### config.mk
export PLATFORM = sky130hd
export DESIGN_NAME = sensor_debounce_flat
export DESIGN_NICKNAME = d
export VERILOG_FILES = /design/src/rtl/agri_pkg.sv /design/src/rtl/sensor_debounce_if.sv /design/src/rtl/db_channel.sv /design/src/rtl/sensor_debounce.sv /design/src/flat_wrapper.sv
export SDC_FILE = /design/constraint.sdc
export NUM_CORES = 1
export LEC_CHECK = 0
export CAP_MARGIN = 20
export CORE_MARGIN = 1.5
export CORE_UTILIZATION = 50
export CTS_CLUSTER_DIAMETER = 40
export DETAILED_ROUTE_END_ITERATION = 7
export PLACE_DENSITY = 0.74
export REMOVE_ABC_BUFFERS = 1
export SETUP_SLACK_MARGIN = 0.02
export SLEW_MARGIN = 20
export SYNTH_ARGS = -nofsm -noshare
export SYNTH_HDL_FRONTEND = slang
export SYNTH_SLANG_ARGS = --single-unit
### constraint.sdc
create_clock -name Ck -period 2.66 [get_ports Ck]
set_input_delay 0.665 -clock Ck [delete_from_list [all_inputs] [get_ports Ck]]
set_output_delay 0.665 -clock Ck [all_outputs]
set_load 0.005 [all_outputs]
### src/rtl/agri_pkg.sv
// Shared constants, channel indices and a width helper for the sensor_debounce block.
// Used by all sensor_debounce files; the optional chatter detector is enabled by SENSOR_FAULT_EN.
package agri_pkg;

  localparam int N_CH_DEF      = 7;
  localparam int PRESC_DEF     = 8;
  localparam int DB_CNT_DEF    = 4;
  localparam int FAULT_LIM_DEF = 8;

  typedef enum int {
    CH_I1 = 0,
    CH_I2 = 1,
    CH_I3 = 2,
    CH_I4 = 3,
    CH_I5 = 4,
    CH_I6 = 5,
    CH_I7 = 6
  } ch_idx_e;

  // Counter width for a value range 0..v-1, never narrower than one bit.
  function automatic int cw(input int v);
    return (v <= 1) ? 1 : $clog2(v);
  endfunction

endpackage

### src/rtl/sensor_debounce_if.sv
// Sensor-side bundle of sensor_debounce: sampling controls in, debounced levels and flags out.
// Fault is only driven non-zero when built with SENSOR_FAULT_EN.
interface sensor_debounce_if
  import agri_pkg::*;
#(
  parameter int N_CH = N_CH_DEF
);

  logic            En;
  logic [N_CH-1:0] Raw;
  logic            FaultClr;
  logic [N_CH-1:0] I;
  logic [N_CH-1:0] Chg;
  logic            Tick;
  logic [N_CH-1:0] Fault;

  modport master (output En, Raw, FaultClr, input I, Chg, Tick, Fault);
  modport slave  (input En, Raw, FaultClr, output I, Chg, Tick, Fault);

endinterface

### src/rtl/db_channel.sv
// One sensor channel: two-flop synchronizer, tick-driven debounce counter, level/change flops,
// and (with SENSOR_FAULT_EN) a sticky chatter detector counting aborted debounce attempts.
module db_channel
  import agri_pkg::*;
#(
  parameter int DB_CNT    = DB_CNT_DEF,
  parameter int FAULT_LIM = FAULT_LIM_DEF
) (
  input  logic Ck,
  input  logic Clr,
  input  logic i_raw,
  input  logic i_tick,
  input  logic i_fault_clr,
  output logic o_i,
  output logic o_chg,
  output logic o_fault
);

  localparam int CW = cw(DB_CNT + 1);
  localparam logic [CW-1:0] C_LAST = CW'(DB_CNT - 1);

  logic          r_s1;
  logic          r_s2;
  logic          r_i;
  logic          r_chg;
  logic [CW-1:0] r_c;
  logic          w_diff;
  logic          w_accept;

  assign w_diff   = r_s2 ^ r_i;
  assign w_accept = i_tick & w_diff & (r_c == C_LAST);

  always_ff @(posedge Ck or posedge Clr) begin
    if (Clr) begin
      r_s1 <= 1'b0;
      r_s2 <= 1'b0;
    end else begin
      r_s1 <= i_raw;
      r_s2 <= r_s1;
    end
  end

  // Any agreeing tick before acceptance throws away the partial count.
  always_ff @(posedge Ck or posedge Clr) begin
    if (Clr) begin
      r_c   <= {CW{1'b0}};
      r_i   <= 1'b0;
      r_chg <= 1'b0;
    end else begin
      r_chg <= w_accept;
      if (i_tick) begin
        if (!w_diff) begin
          r_c <= {CW{1'b0}};
        end else if (r_c == C_LAST) begin
          r_c <= {CW{1'b0}};
          r_i <= r_s2;
        end else begin
          r_c <= r_c + CW'(1);
        end
      end
    end
  end

  assign o_i   = r_i;
  assign o_chg = r_chg;

`ifdef SENSOR_FAULT_EN
  localparam int KW = cw(FAULT_LIM + 1);
  localparam logic [KW-1:0] K_LIM = KW'(FAULT_LIM);

  logic [KW-1:0] r_k;
  logic          r_fault;
  logic          w_abort;
  logic [KW-1:0] w_k_inc;

  assign w_abort = i_tick & ~w_diff & (r_c != {CW{1'b0}});
  assign w_k_inc = (r_k == K_LIM) ? r_k : r_k + KW'(1);

  // Clear has priority over a coincident abort that would set the flag.
  always_ff @(posedge Ck or posedge Clr) begin
    if (Clr) begin
      r_k     <= {KW{1'b0}};
      r_fault <= 1'b0;
    end else if (i_fault_clr) begin
      r_k     <= {KW{1'b0}};
      r_fault <= 1'b0;
    end else if (w_accept) begin
      r_k <= {KW{1'b0}};
    end else if (w_abort) begin
      r_k <= w_k_inc;
      if (w_k_inc == K_LIM) begin
        r_fault <= 1'b1;
      end
    end
  end

  assign o_fault = r_fault;
`else
  logic w_unused_fclr;
  assign w_unused_fclr = i_fault_clr ^ (FAULT_LIM == 0);
  assign o_fault       = 1'b0;
`endif

endmodule

### src/rtl/sensor_debounce.sv
// Sensor input conditioning: shared sample prescaler feeding N_CH independent debounce channels.
// Define SENSOR_FAULT_EN to build the per-channel chatter (Fault) detectors.
module sensor_debounce
  import agri_pkg::*;
#(
  parameter int N_CH      = N_CH_DEF,
  parameter int PRESC     = PRESC_DEF,
  parameter int DB_CNT    = DB_CNT_DEF,
  parameter int FAULT_LIM = FAULT_LIM_DEF
) (
  input logic               Ck,
  input logic               Clr,
  sensor_debounce_if.slave  bus
);

  localparam int PW = cw(PRESC);
  localparam logic [PW-1:0] P_LAST = PW'(PRESC - 1);

  logic [PW-1:0]   r_p;
  logic            w_tick;
  logic [N_CH-1:0] w_i;
  logic [N_CH-1:0] w_chg;
  logic [N_CH-1:0] w_fault;

  // Tick is suppressed while reset is held so the strobe reads 0 during reset.
  assign w_tick = bus.En & (r_p == P_LAST) & ~Clr;

  always_ff @(posedge Ck or posedge Clr) begin
    if (Clr) begin
      r_p <= {PW{1'b0}};
    end else if (w_tick) begin
      r_p <= {PW{1'b0}};
    end else if (bus.En) begin
      r_p <= r_p + PW'(1);
    end
  end

  for (genvar g = 0; g < N_CH; g++) begin : g_ch
    db_channel #(
      .DB_CNT   (DB_CNT),
      .FAULT_LIM(FAULT_LIM)
    ) u_ch (
      .Ck         (Ck),
      .Clr        (Clr),
      .i_raw      (bus.Raw[g]),
      .i_tick     (w_tick),
      .i_fault_clr(bus.FaultClr),
      .o_i        (w_i[g]),
      .o_chg      (w_chg[g]),
      .o_fault    (w_fault[g])
    );
  end

  assign bus.I     = w_i;
  assign bus.Chg   = w_chg;
  assign bus.Fault = w_fault;
  assign bus.Tick  = w_tick;

endmodule

### src/flat_wrapper.sv
// flat-port wrapper written by rule: the top's interface ports become plain ports
module sensor_debounce_flat import agri_pkg::*;
#(
  parameter int N_CH      = N_CH_DEF,
  parameter int PRESC     = PRESC_DEF,
  parameter int DB_CNT    = DB_CNT_DEF,
  parameter int FAULT_LIM = FAULT_LIM_DEF
)
  (Ck, Clr, bus_En, bus_Raw, bus_FaultClr, bus_I, bus_Chg, bus_Tick, bus_Fault);
  sensor_debounce_if #(.N_CH(N_CH)) bus_i ();
  input logic Ck;
  input logic Clr;
  input wire logic [$bits(bus_i.En)-1:0] bus_En;
  input wire logic [$bits(bus_i.Raw)-1:0] bus_Raw;
  input wire logic [$bits(bus_i.FaultClr)-1:0] bus_FaultClr;
  output wire logic [$bits(bus_i.I)-1:0] bus_I;
  output wire logic [$bits(bus_i.Chg)-1:0] bus_Chg;
  output wire logic [$bits(bus_i.Tick)-1:0] bus_Tick;
  output wire logic [$bits(bus_i.Fault)-1:0] bus_Fault;
  assign bus_i.En = bus_En;
  assign bus_i.Raw = bus_Raw;
  assign bus_i.FaultClr = bus_FaultClr;
  assign bus_I = bus_i.I;
  assign bus_Chg = bus_i.Chg;
  assign bus_Tick = bus_i.Tick;
  assign bus_Fault = bus_i.Fault;
  sensor_debounce #(.N_CH(N_CH), .PRESC(PRESC), .DB_CNT(DB_CNT), .FAULT_LIM(FAULT_LIM)) u_core (.Ck(Ck), .Clr(Clr), .bus(bus_i));
endmodule
==> summary.txt, run 1 <==
Route
  • 1st-iter DRT viols: 52
  • Post-route ant nets: 0
  • Vias: 1286
  • Avg WL per Cell: 13.1 um
  • Drt first pass iters: 4
  • WL final: 3.38 mm
  • DRC: 0
  • Vias/cell: 4.98

Synth
  • Yosys cell types: 30
  • Adder-cell area share of the yosys netlist: 4.97%
  • Synth area leaders: dfrtp_1 57%, buf_4 7.3%, ha_1 5.0%
  • Area leader, netlist: dfrtp_1
  • Syn Inst Count: 189
  • Top cell type's share of synthesized area: 57.4%
  • Synth Area per Inst: 12.0 um2
  • Async SR Flop Fraction: 100%
  • Synth top cells by count: 52 x dfrtp_1, 22 x buf_4, 12 x o21ai_0
  • Yosys Warn Count: 0
  • Synth Flop Type: dfrtp_1
  • Sequential-to-total area share from yosys stat: 57.4%
  • Cell area after synthesis: 0.00227 mm2
  • Mux share of post-synthesis cell area: 3.48%
  • XOR/XNOR Fraction of Synth Area: 3.09%
  • EDFF count, synth: 0
  • Largest family of logic cells by synthesized area: simple AND/OR/NAND/NOR gates
  • Cell with the most instances after synthesis: dfrtp_1
  • Synth Register Bits: 52
  • Synth Area in Compound Gates: 6.79%
  • Post-synthesis simple-gate area fraction: 13.6%

Global routing
  • Largest net degree at the start of global routing: 30
  • First-pass GRT wire length: 5.78 mm
  • GRT overflow: 0
  • Total Routing Usage GR: 15.0%
  • Initial antenna violation count: 0
  • Vias in the first global route: 1349

STA
  • Max Clk Rate: 393 MHz
  • Worst Skew: 0.00458 ns
  • Final Hold Viols: 0
  • Period minus WS final: 2.54 ns
  • Tcrit/Tclk final: 95.7%
  • RSZ-0062 raised after global routing: no
  • Worst Max-Slew Pin Slew: 0.520 ns
  • Max-slew headroom: 65.3%
  • Slew Limit Fails: 0
  • Final Setup Violations: 0
  • Fin worst setup slack: 0.115 ns
  • Total negative slack: 0 ns

Worst setup path
  • CP Cell Sequence: clkdlybuf4s50_1 -> nand3b_4 -> inv_2 -> clkdlybuf4s50_1
  • Startpoint Class: input port
  • CP peak stage delay: 0.49 ns
  • Crit. End Element: output port
  • Worst Path Max Fanout: 3
  • Reg2reg end: u_core.g_ch[4].u_ch.o_i
  • Setup CP Type: in2out
  • Crit path max-delay family: buffers and inverters
  • Worst r2r src: u_core.r_p[0]
  • Worst R2R Setup Slack: 0.91 ns
  • Crit path DAT: 1.88 ns
  • Crit path top cell by count: clkdlybuf4s50_1
  • WP depth: 4
  • Worst R2R Path Depth: 6
  • Data required, critical path: 2.00 ns
  • CP Buf/Inv Count: 3
  • Slowest CP cell: clkdlybuf4s50_1

CTS
  • Maximum clock path buffer count: 2
  • CTS tree: yes
  • Sink Count: 52
  • Htree depth: 2
  • Clock latency on the worst-skew pair: 0.30 ns
  • Clk slew on worst S/H paths: 0.08 ns
  • Root Driver: clkbuf_8
  • Setup Fix Bufs, Post-CTS: 0
  • CTS resizes: 0
  • CTS Buf Count: 5
  • Hold_buf cts: 0

Finish
  • Post-route insts no fill: 258
  • Final nets: 225
  • Fillers: 361
  • Final instance area: 0.00253 mm2
  • # diodes: 0
  • Layout cells sized above 1: 14.1%
  • Layout area overhead: 11.7%
  • Finished Core Util: 58.1%

Placement
  • Area of placed instances: 0.00244 mm2
  • DP HPWL: 2.46 mm
  • Placed cells: 250
  • Pre-CTS setup slack: 0.109 ns
  • Routability Congestion: 0.658
  • Input/output buffers: 24

Floorplanning
  • Die area: 0.00494 mm2
  • Initial Utilization: 52.0%
  • I/O pin total: 33
  • Die height: 70.3 um
  • Placeable Area: 0.00435 mm2
  • Num rows: 24
  • DIE WIDTH: 70.3 um

Power
  • Reg power frac: 54.1%
  • Switch share: 28.6%
  • Int Power: 1.32 mW
  • VDD IR max: 0.452 mV
  • Logic pwr share: 21.6%
  • Clock network power share: 24.2%
  • Switching power: 0.528 mW
  • Pwr/cell area: 731 mW/mm2
  • Leakage: 1.20 nW

Hold path
  • Hold EP: u_core.g_ch[5].u_ch.r_s2
  • Min-delay src: u_core.g_ch[5].u_ch.r_s1
  • Worst Hold Depth: 0
  • HP Class: reg2reg

Job
  • Max Cap Viol: 0

Run status
  • Status: finished clean
[power by group through the flow]
stage          clock [mW]  combinational (mW)  sequential (mW)
2_1_floorplan           0               0.283            0.996
3_3_place_gp            0               0.354             1.00
3_5_place_dp            0               0.405             1.02
4_1_cts             0.464               0.408             1.00
5_1_grt             0.500               0.461             1.02
6_report            0.448               0.400             1.00
[cells in the final DEF (no fill, tap or decap), types with 3 or more instances in the layout]
cell             count
nand4_1              3
nand2_1              9
clkdlybuf4s50_1     24
inv_1                8
conb_1               7
dfrtp_1             52
nand3_1              4
o21ai_0             12
and2_1               7
xnor2_1              4
ha_1                 9
nand2b_1             8
buf_4                3
nor2_1              11
clkbuf_8             6
xor2_1               4
a22o_1               3
nor3_2               4
mux2_2               7
[area by class of cell]
class,count,area (um2),share of cell area (%)
clock buffers,6,82.6,3.26
clock inverters,2,10.0,0.396
inverters,10,37.5,1.48
multi-input cells,108,751,29.7
flip-flops and latches,52,1300,51.4
well taps,52,65.1,2.57
repair buffers,28,283,11.2
[metal layers]
layer  track usage, %  part of all wire (%)  up-vias
met3             3.75                   4.2        8
met1             17.0                    42      626
met2             26.5                    52       27
met4             6.84                   1.9        0
li1                 -                     -      625
met5                0                     0        -
[how the worst max path moves through the flow]
stage                     startpoint                         to  slack, ns
after detailed placement         Clr                   bus_Tick       0.11
after global routing             Clr                   bus_Tick       0.09
final                            Clr                   bus_Tick       0.12
after global placement           Clr                   bus_Tick       0.14
after CTS                        Clr                   bus_Tick       0.11
after floorplan                  Clr  u_core.g_ch[0].u_ch.o_chg       0.74
[logic make-up (layout without fill, tap and decap cells)]
group,after synthesis,after routing
AO/OA/AOI/OAI,24,24
XOR/XNOR,8,8
adder cells (fa/ha/maj),9,9
buffers and inverters,35,46
flip-flops,52,52
multiplexers,7,7
other,1,7
AND/OR/NAND/NOR,53,53
[registers in the layout (all words and copies together) (netlist names)]
register / cells
u_core.g_ch.u_ch.o_chg: 7
u_core.g_ch.u_ch.o_i: 7
u_core.g_ch.u_ch.r_c: 21
u_core.g_ch.u_ch.r_s1: 7
u_core.g_ch.u_ch.r_s2: 7
u_core.r_p: 3
[metrics by stage]
stage	hold slack (ns)	total power, mW
after floorplan	0.331	1.28
after global placement	0.332	1.36
after detailed placement	0.337	1.42
after CTS	0.357	1.87
after global routing	0.362	1.98
final	0.355	1.85
Note: power is estimated with default switching activity, not from simulation.
==> run 2, diff against run 1 <==
TNS_END_PERCENT = 1   (was not set)
==> results of run 2 <==
No change in the layout: final DEF, timing and power equal those of run 1.
==> RTL edit 1: new RTL, config.mk and constraints of run 2 <==
Set the package constant `PRESC_DEF` to 9 (it was 8).
--- a/src/rtl/agri_pkg.sv
+++ b/src/rtl/agri_pkg.sv
@@ -4,5 +4,5 @@
 
   localparam int N_CH_DEF      = 7;
-  localparam int PRESC_DEF     = 8;
+  localparam int PRESC_DEF     = 9;
   localparam int DB_CNT_DEF    = 4;
   localparam int FAULT_LIM_DEF = 8;
Check against the original RTL: not equivalent (Yosys sat finds a counterexample within 10 cycles, from zero or initial values).
==> RTL edit 1 against run 2 <==
- wire length is 2.9% lower
- total power is 1.1% higher
- maximum frequency is 3.5% higher
- non-clock buffer count is 2 higher
- area after synthesis is 5.7% higher
- design area is 6.1% higher
- sequential cell count is 1 higher
- worst setup slack better by 86 ps
==> RTL edit 1: results (changes against run 2) <==
[finish]
stdcell_count=265  ; +2.7%
drive_gt1_share_pct=16.1  ; +2.0 points
antennaDiodeCount=0  ; unchanged
top_register=u_core.g_ch.u_ch.r_c
fill_cells=383  ; +6.1%
fin_nets=230  ; +2.2%

[setup_path]
cp_top_family=buffers and inverters
rr_worst_depth=6  ; unchanged
cp_max_fo=4  ; +1
r2r_slack_ps=850  ; -60 ps
endpoint=bus_Tick
crit_path_start=u_core.r_p[0]
crit_arrival_ps=1790  ; -90 ps
r2r-end=u_core.g_ch[3].u_ch.o_i

[cts]
clockBufferDepth=2  ; unchanged
postCtsSetupBuffers=0  ; unchanged
cts_max_level=2  ; unchanged
clk-insertion-delay-late_ps=300  ; about the same
cts.clk_slew.worst_paths_ps=80  ; about the same
cts_root_buf=clkbuf_8
cts_resized=2  ; +2
cts_hold_buf=0  ; unchanged

[synth]
synth_seq_area_share_pct=55.4  ; -2.1 points
synth.area.top_cells=dfrtp_1 (55%), buf_4 (6.6%), mux2_4 (5.0%)
synth_cell_types=28  ; -6.7%
synth_top_cells_by_count=dfrtp_1 (53), buf_4 (21), nor2_1 (13)
ys.warnings.count=0  ; unchanged
ys.flop_type=dfrtp_1
async_reset_ff_share_pct=100  ; unchanged
netlist_instances=193  ; +2.1%

[global_routing]
grt_pass1_vias=1290  ; -4.4%
grt_max_degree=54  ; +80%
grt_pass1_wl_um=5730  ; -0.83%
grt.overflow.total=0  ; unchanged
grt_use_total_pct=14.5  ; -0.52 points

[timing]
slew_headroom_pct=57.3  ; -8.0 points
skew_ps=7.94  ; +3.35 ps
period_share_pct=92.4  ; -3.2 points
whs_ps=354  ; -0.923 ps

[power_and_ir_drop]
clock_power_share_pct=29.3  ; +5.1 points
pg_clk_uw=548  ; +22%
comb-power_uw=326  ; -19%
p_leak_uw=0.00126  ; +5.1%
ir_worst_vdd_mv=0.374  ; -17%
switching_power_uw=477  ; -9.7%

[outcome]
outcome=finished clean

[hold_path]
holdPathStages=0  ; unchanged
min_from=u_core.g_ch[3].u_ch.r_s1
min_to=u_core.g_ch[3].u_ch.r_s2

[routing]
drt_pass1_iterations=4  ; unchanged
vias=1350  ; +5.0%
drtIter0Drc=74  ; +42%
routedWlPerCell_um=12.4  ; -5.4%

[placed_design]
dp_slack_ps=-62.1  ; -172 ps
portBuffers=24  ; unchanged
gpl.final_weighted_congestion=0.726  ; +10%
dpl_cell_area_um2=2560  ; +5.1%
placedCellCount=257  ; +2.8%
dp_hpwl_um=2190  ; -11%

## RTL edit 1: area by class of cell
cell class / instances / area (µm²) / area share [%]
tap: 54 / 67.6 / 2.52
inverter: 4 / 17.5 / 0.652
multi-input combinational: 116 / 873 / 32.5
clock buffer: 7 / 86.3 / 3.22
sequential: 53 / 1330 / 49.4
clock inverter: 1 / 30.0 / 1.12
timing repair buffer: 30 / 284 / 10.6
## RTL edit 1: metal layers
layer / up-vias / GRT usage, % / routed length (µm)
li1: 657 / - / -
met1: 668 / 18.1 / 1520
met2: 21 / 24.0 / 1600
met3: 4 / 4.31 / 122
met4: 0 / 5.66 / 49
met5: - / 0 / 0
## RTL edit 1: cell families after synthesis
| kind of cell | share of synthesized area, % |
|---|---|
| buf+inv | 9.45 |
| other cells | 0.157 |
| fa+ha+maj | 4.70 |
| simple gates | 12.6 |
| compound gates | 8.04 |
| xor+xnor | 3.29 |
| mux | 6.42 |
| flops | 55.4 |
==> RTL edit 2: new RTL, config.mk and constraints of run 2 <==
Without the edit above. Add a define of `SENSOR_FAULT_EN`.
--- a/src/rtl/db_channel.sv
+++ b/src/rtl/db_channel.sv
@@ -1,4 +1,6 @@
 // One sensor channel: two-flop synchronizer, tick-driven debounce counter, level/change flops,
 // and (with SENSOR_FAULT_EN) a sticky chatter detector counting aborted debounce attempts.
+`define SENSOR_FAULT_EN
+
 module db_channel
   import agri_pkg::*;
Behaviour: same outputs for any inputs over 10 cycles, from zero or initial values; that may be too few to reach the edited logic, so the function may still have changed.
==> RTL edit 2 against run 2 <==
- total power up 86%
- via count up 150%
- design area up 110%
- area after synthesis up 110%
- core utilization down 0.67 points
- global-route usage up 2.8 points
- maximum frequency up 0.32%
- wire length up 140%
- worst setup slack better by 8.1 ps
- die area up 100%
- non-clock buffer count up 16
- combinational power up 100%
- sequential cell count up 35
==> RTL edit 2: results (changes against run 2) <==
[routing]
wl_met2_um=3770  ; +110%
vias=3197  ; +150%
routedWlPerCell_um=13.6  ; +3.9%
dr_wl_met3_um=238  ; +66%
drtIter0Drc=114  ; +120%
wl_met1_um=3890  ; +170%
drt_pass1_iterations=4  ; unchanged
wl_um=8050  ; +140%

[placed_design]
placedCellCount=575  ; +130%
dp_slack_ps=108  ; -1.67 ps
dp_hpwl_um=5700  ; +130%
gpl.final_weighted_congestion=0.800  ; +22%
dpl_cell_area_um2=5050  ; +110%

[timing]
setup_ws_ps=123  ; +8.10 ps
skew_ps=5.08  ; +0.499 ps

[hold_path]
min_to=u_core.g_ch[2].u_ch.r_s2
min_from=u_core.g_ch[2].u_ch.r_s1

[cts]
clk-insertion-delay-late_ps=360  ; +60 ps
cts_max_level=3  ; +1
cts_made_buffers=9  ; +4

[synth]
avgSynthCellArea_um2=10.4  ; -13%
synth.area.top_cells=dfrtp_1 (46%), ha_1 (8.0%), xnor2_1 (3.9%)
synth_cell_types=54  ; +80%
synth_top_cells_by_count=dfrtp_1 (87), inv_1 (46), nor2_1 (35)

[global_routing]
grt_pass1_vias=3163  ; +130%
grt_pass1_wl_um=14100  ; +140%
grt_max_degree=37  ; +23%
grt_use_total_pct=17.8  ; +2.8 points

[setup_path]
max_stage_delay_ps=530  ; +40 ps
r2r-end=u_core.g_ch[2].u_ch.r_k[2]
crit_path_start=bus_En
r2r_slack_ps=610  ; -300 ps

[finish]
drive_gt1_share_pct=12.7  ; -1.4 points
fin_nets=516  ; +130%

[outcome]
outcome=finished clean

[power_and_ir_drop]
p_int_uw=2330  ; +76%
p_leak_uw=0.00230  ; +91%

-- RTL edit 2: power by group through the flow --
stage,clock [µW],sequential [µW],combinational [µW]
2_1_floorplan,0,1650,579
3_3_place_gp,0,1670,779
3_5_place_dp,0,1680,817
4_1_cts,985,1660,830
5_1_grt,1040,1690,946
6_report,952,1660,820
-- RTL edit 2: layout make-up --
class / instances / area (µm²)
repair buffers: 44 / 423
well taps: 111 / 139
clock inverters: 6 / 67.6
flip-flops and latches: 87 / 2180
fillers: 736 / 3900
clock buffers: 10 / 138
multi-input cells: 286 / 2130
inverters: 47 / 183
-- RTL edit 2: cell families after synthesis --
logic type,synth area share (%)
AOI/OAI and AO/OA,9.79
xor gates and xnor gates,5.58
adders and majority gates,8.01
buffers and inverters,8.14
DFF,46.4
muxes,4.94
and+or+nand+nor,17.1
-- RTL edit 2: routing by layer --
metal,up-vias,global-route usage (%)
met5,-,0
met4,0,8.56
met3,13,4.11
met2,43,28.4
met1,1564,23.1
li1,1577,-
